$ cat src/rtl/jtframe_joyser_tx.sv
// rtl/jtframe_joyser_tx.sv - debounced 74165-style serial joystick responder
module jtframe_joyser_tx #(
  parameter int   NBITS = 24,
  parameter int   DEBW  = 4,
  parameter logic FILL  = 1'b1
) (
  input  logic             clk_sys,
  input  logic             rst,
  input  logic [NBITS-1:0] btn_n,
  input  logic             JOY_CLK,
  input  logic             JOY_LOAD,
  output logic             JOY_DATA,
  output logic [7:0]       frame_cnt,
  output logic             overrun,
  output logic             short_frame
);

  // bit_cnt must hold 0..NBITS+1
  localparam int CW = $clog2(NBITS + 2);
  localparam logic [CW-1:0] CNT_LAST = CW'(NBITS - 1);
  localparam logic [CW-1:0] CNT_DONE = CW'(NBITS);
  localparam logic [CW-1:0] CNT_OVR  = CW'(NBITS + 1);
  localparam logic [DEBW-1:0] DEB_MAX = {DEBW{1'b1}};

  logic                        clk_s1_q, clk_s1_d, clk_s2_q, clk_s2_d, clk_prev_q, clk_prev_d;
  logic                        load_s1_q, load_s1_d, load_s2_q, load_s2_d;
  logic [NBITS-1:0]            btn_s1_q, btn_s1_d, btn_s2_q, btn_s2_d;
  logic [NBITS-1:0]            deb_q, deb_d;
  logic [NBITS-1:0][DEBW-1:0]  cnt_q, cnt_d;
  logic [NBITS-1:0]            sr_q, sr_d;
  logic [CW-1:0]               bit_cnt_q, bit_cnt_d;
  logic [7:0]                  frame_cnt_q, frame_cnt_d;
  logic                        overrun_q, overrun_d;
  logic                        short_q, short_d;
  logic                        clk_rise, load_act;

  // Two-stage synchronisers plus the previous-level register for edge detection
  always_comb begin
    clk_s1_d   = JOY_CLK;
    clk_s2_d   = clk_s1_q;
    clk_prev_d = clk_s2_q;
    load_s1_d  = JOY_LOAD;
    load_s2_d  = load_s1_q;
    btn_s1_d   = btn_n;
    btn_s2_d   = btn_s1_q;
  end

  assign clk_rise = clk_s2_q & ~clk_prev_q;
  assign load_act = ~load_s2_q;

  // Per-bit debounce: a differing input must persist until the counter is full
  always_comb begin
    deb_d = deb_q;
    cnt_d = cnt_q;
    for (int i = 0; i < NBITS; i++) begin
      if (btn_s2_q[i] == deb_q[i]) begin
        cnt_d[i] = '0;
      end else if (cnt_q[i] == DEB_MAX) begin
        deb_d[i] = btn_s2_q[i];
        cnt_d[i] = '0;
      end else begin
        cnt_d[i] = cnt_q[i] + DEBW'(1);
      end
    end
  end

  // Shift chain: load beats clock; load is transparent to the debounced vector
  always_comb begin
    sr_d        = sr_q;
    bit_cnt_d   = bit_cnt_q;
    frame_cnt_d = frame_cnt_q;
    overrun_d   = 1'b0;
    short_d     = 1'b0;
    if (load_act) begin
      sr_d      = deb_d;
      bit_cnt_d = '0;
      if (bit_cnt_q != '0 && bit_cnt_q < CNT_DONE) short_d = 1'b1;
    end else if (clk_rise) begin
      sr_d = {sr_q[NBITS-2:0], FILL};
      if (bit_cnt_q != CNT_OVR)  bit_cnt_d   = bit_cnt_q + CW'(1);
      if (bit_cnt_q == CNT_LAST) frame_cnt_d = frame_cnt_q + 8'd1;
      if (bit_cnt_q >= CNT_DONE) overrun_d   = 1'b1;
    end
  end

  // State registers; synchronisers reset high so reset never produces an edge
  always_ff @(posedge clk_sys or posedge rst) begin
    if (rst) begin
      clk_s1_q    <= 1'b1;
      clk_s2_q    <= 1'b1;
      clk_prev_q  <= 1'b1;
      load_s1_q   <= 1'b1;
      load_s2_q   <= 1'b1;
      btn_s1_q    <= '1;
      btn_s2_q    <= '1;
      deb_q       <= '1;
      cnt_q       <= '0;
      sr_q        <= '1;
      bit_cnt_q   <= '0;
      frame_cnt_q <= '0;
      overrun_q   <= 1'b0;
      short_q     <= 1'b0;
    end else begin
      clk_s1_q    <= clk_s1_d;
      clk_s2_q    <= clk_s2_d;
      clk_prev_q  <= clk_prev_d;
      load_s1_q   <= load_s1_d;
      load_s2_q   <= load_s2_d;
      btn_s1_q    <= btn_s1_d;
      btn_s2_q    <= btn_s2_d;
      deb_q       <= deb_d;
      cnt_q       <= cnt_d;
      sr_q        <= sr_d;
      bit_cnt_q   <= bit_cnt_d;
      frame_cnt_q <= frame_cnt_d;
      overrun_q   <= overrun_d;
      short_q     <= short_d;
    end
  end

  assign JOY_DATA    = sr_q[NBITS-1];
  assign frame_cnt   = frame_cnt_q;
  assign overrun     = overrun_q;
  assign short_frame = short_q;

endmodule

$ cat config.mk
export PLATFORM = sky130hd
export DESIGN_NAME = jtframe_joyser_tx
export DESIGN_NICKNAME = d
export VERILOG_FILES = /design/src/rtl/jtframe_joyser_tx.sv
export SDC_FILE = /design/constraint.sdc
export NUM_CORES = 1
export LEC_CHECK = 0
export BUFFER_PORTS_ARGS = -buffer_cell sky130_fd_sc_hd__buf_2
export CAP_MARGIN = 25
export CORE_MARGIN = 1.5
export CORE_UTILIZATION = 25
export DETAILED_ROUTE_END_ITERATION = 7
export HOLD_SLACK_MARGIN = 0.12
export SLEW_MARGIN = 40
export SYNTH_ARGS = -nofsm -noshare
export SYNTH_HDL_FRONTEND = slang
export SYNTH_SLANG_ARGS = --single-unit
$ cat constraint.sdc
create_clock -name clk_sys -period 16.1 [get_ports clk_sys]
set_input_delay 1.61 -clock clk_sys [delete_from_list [all_inputs] [get_ports clk_sys]]
set_output_delay 1.61 -clock clk_sys [all_outputs]
set_load 0.005 [all_outputs]
==> reports/metrics.yaml <==
status: "finished, final reports clean"
path_clk_slew_ps: 60
clock_tree.buffer_depth: 3
synth-adder-area-share_pct: 4.15
slew_headroom_pct: 55.4
critPathLaunchType: "input pin"
grtUsageTotal_pct: 8.06
grt_max_degree: 98
p_seq_share_pct: 48.6
drive_above_1_share_pct: 27.7
fin_ws_ps: 13220
diodes: 0
portBuffers: 38
yosysSeqAreaShare_pct: 64.3
hold_violations: 0
synth_nets: 729
wl_per_cell_um: 11.6
worst_ep_required_time_ps: 16690
dp_hpwl_um: 8850
cts-root-buf: "clkbuf_16"
cts-resized-gates: 0
nets: 782
clock_latency_ps: 510
path_cells: "buf_2, inv_8, buf_4, buf_6"
initial_utilization_pct: 25.3
yosys.area_share.simple_pct: 12.9
grt_pass1_wl_um: 24000
syn_avg_cell_area_sq_um: 12.6
critPathMaxFanout: 97
crit_path_max_incr_delay_ps: 660
viasPerCell: 4.23
maxCapViolations: 0
p_sw_share_pct: 21.7
worstSetupPathType: "in2async"
cts_sinks: 212
place_inst: 1148
top_usage_layer: "met2"
synthesis.area_sq_um: 8450
power.density_nw_per_um2: 121
synth_cell_types: 32
use_met1_pct: 10.9
pwr-share-comb_pct: 5.1
worst_hold_path_type: "reg2reg"
htree_levels: 1
place_congestion: 0.708
fin_crit_sh_pct: 17.9
cts_setup_buffers: 0
p_total_mw: 1.21
ys_warn_count: 0
fp.coreArea_sq_um: 33400
grt_use_met2_pct: 13.0
setup_violations: 0
dr.pass1.iters: 4
p_leak_nw: 4.10
fmax_mhz: 347
fp.dieW_um: 187
crit_slowest_cell: "buf_4"
synth_mux_area_share_pct: 3.33
p_sw_uw: 263
cts_made_buffers: 24
internal_power_uw: 950
end_kind: "async pin"
finClkSkew_ps: 13.3
p_clk_share_pct: 46.2
first_global_vias: 5070
drtIter0Drc: 348
synth-compound-area-share_pct: 7.39
hold_slack_ps: 353
die_h_um: 187
worst_pin_slew_ps: 670
drtAntennaViolNets: 0
grt_remaining_overflow: 0
globalRouteMet3Util_pct: 1.67
synth_xor_area_share_pct: 6.12
die_area_sq_um: 34900
post-place-ws_ps: 12300
fin_tns_setup_ps: 0
min_period_ps: 2880
ios: 39
antenna_found_initial: 0
rsz0062_at_grt: "false"
maxSlewViolCount: 0
cts_tree: "built"
route.vias.total: 5046
final_cell_count_no_fill: 1192
rows: 67
ys_seq_elements: 212
synth_top_family_by_area: "simple AND/OR/NAND/NOR gates"
synthCells: 673
ctsHoldBuffers: 0
worstPathArrival_ps: 3470
drt-total-wl_um: 13800
syn_to_final_growth_pct: 18.4
route.detailed.drc: 0
vdd.ir_drop.worst_v: 0.0000799
[cell usage after synthesis, drive strengths merged]
cell | count | area, sq um
a311oi | 12 | 105
a211oi | 1 | 7.51
and4b | 2 | 20.0
ha | 28 | 350
dfrtp | 111 | 2780
o21ai | 20 | 100
buf | 8 | 45.0
nor2b | 25 | 156
nor4b | 1 | 8.76
dfstp | 101 | 2650
nand3 | 29 | 145
nand2b | 1 | 6.26
nand4b | 21 | 184
and2 | 4 | 25.0
inv | 23 | 86.3
and4 | 2 | 17.5
clkbuf | 6 | 23.8
xnor2 | 58 | 508
nor3b | 16 | 120
nand4 | 3 | 18.8
a21boi | 1 | 7.51
nand2 | 51 | 191
nor2 | 50 | 188
mux2 | 25 | 282
a31oi | 27 | 169
a21o | 4 | 30.0
xor2 | 1 | 8.76
a21oi | 41 | 205
and3 | 1 | 6.26
[logic make-up after synthesis]
group,count (synthesis)
fa+ha+maj,28
compound gates,106
simple gates,206
mux,25
flops,212
buf+inv,37
xor+xnor,59
[flip-flops by register name, indices dropped and copies added, names as in the netlist]
name,count
btn_s1_q,24
sr_q,24
bit_cnt_q,5
clk_prev_q,1
short_frame,1
overrun,1
load_s1_q,1
clk_s1_q,1
cnt_q,96
deb_q,24
load_s2_q,1
frame_cnt,8
btn_s2_q,24
clk_prev_d,1
[power groups by stage]
stage	sequential [mW]	clock, mW	combinational [mW]
5_1_grt	0.594	0.603	0.0730
4_1_cts	0.590	0.581	0.0642
3_5_place_dp	0.598	0	0.0636
2_1_floorplan	0.593	0	0.0486
6_report	0.590	0.561	0.0622
3_3_place_gp	0.597	0	0.0619
[per-stage QoR]
stage / instance area (sq um) / utilization [%]
2_1_floorplan: 8450 / -
3_3_place_gp: 9160 / 27.5
3_5_place_dp: 9170 / 27.5
4_1_cts: 10000 / 30.0
5_1_grt: 10000 / 30.0
6_report: 10000 / 30.0
[placed cells by master (no fill, tap or decap), drive strengths merged, types with 2 or more instances in the layout]
master / instances
mux2: 25
ha: 28
dfstp: 101
a311oi: 12
a31oi: 27
and4b: 2
nor3b: 16
clkinvlp: 2
xnor2: 58
clkinv: 4
nor2b: 25
o21ai: 20
bufinv: 4
and2: 4
dfrtp: 111
a21oi: 41
clkbuf: 34
nand4: 3
inv: 23
a21o: 4
buf: 41
nand3: 29
nor2: 50
nand2: 51
nand4b: 21
and4: 2
[area by class of cell]
| type | instances | area, sq um |
|---|---|---|
| Clock buffer | 34 | 669 |
| Tap cell | 448 | 561 |
| Multi-Input combinational cell | 424 | 2870 |
| Clock inverter | 10 | 159 |
| Inverter | 23 | 93.8 |
| Sequential cell | 212 | 5430 |
| Fill cell | 3389 | 23400 |
| Timing Repair Buffer | 41 | 216 |
[path summary, 6_finish.rpt]
kind,cells past startpoint,slack (ps),from,end
max in group clk_sys,1,13350,sr_q[23],JOY_DATA
max reg2reg,3,14130,load_s2_q,frame_cnt[1]
min reg2reg,0,350,btn_s1_q[17],btn_s2_q[17]
min in group asynchronous,2,1220,rst,cnt_q[30]
min,0,350,btn_s1_q[17],btn_s2_q[17]
max,4,13220,rst,sr_q[19]
[per-layer routing]
layer | wire length [um] | share of wire [%]
met5 | 0 | 0
met2 | 6490 | 47
met3 | 437 | 3.2
met1 | 6580 | 48
met4 | 295 | 2.1
[critical path: cells and delay by family]
kind / cells / cell delay [ps]
buf+inv: 4 / 1750
Power figures use the tool's default switching activity.
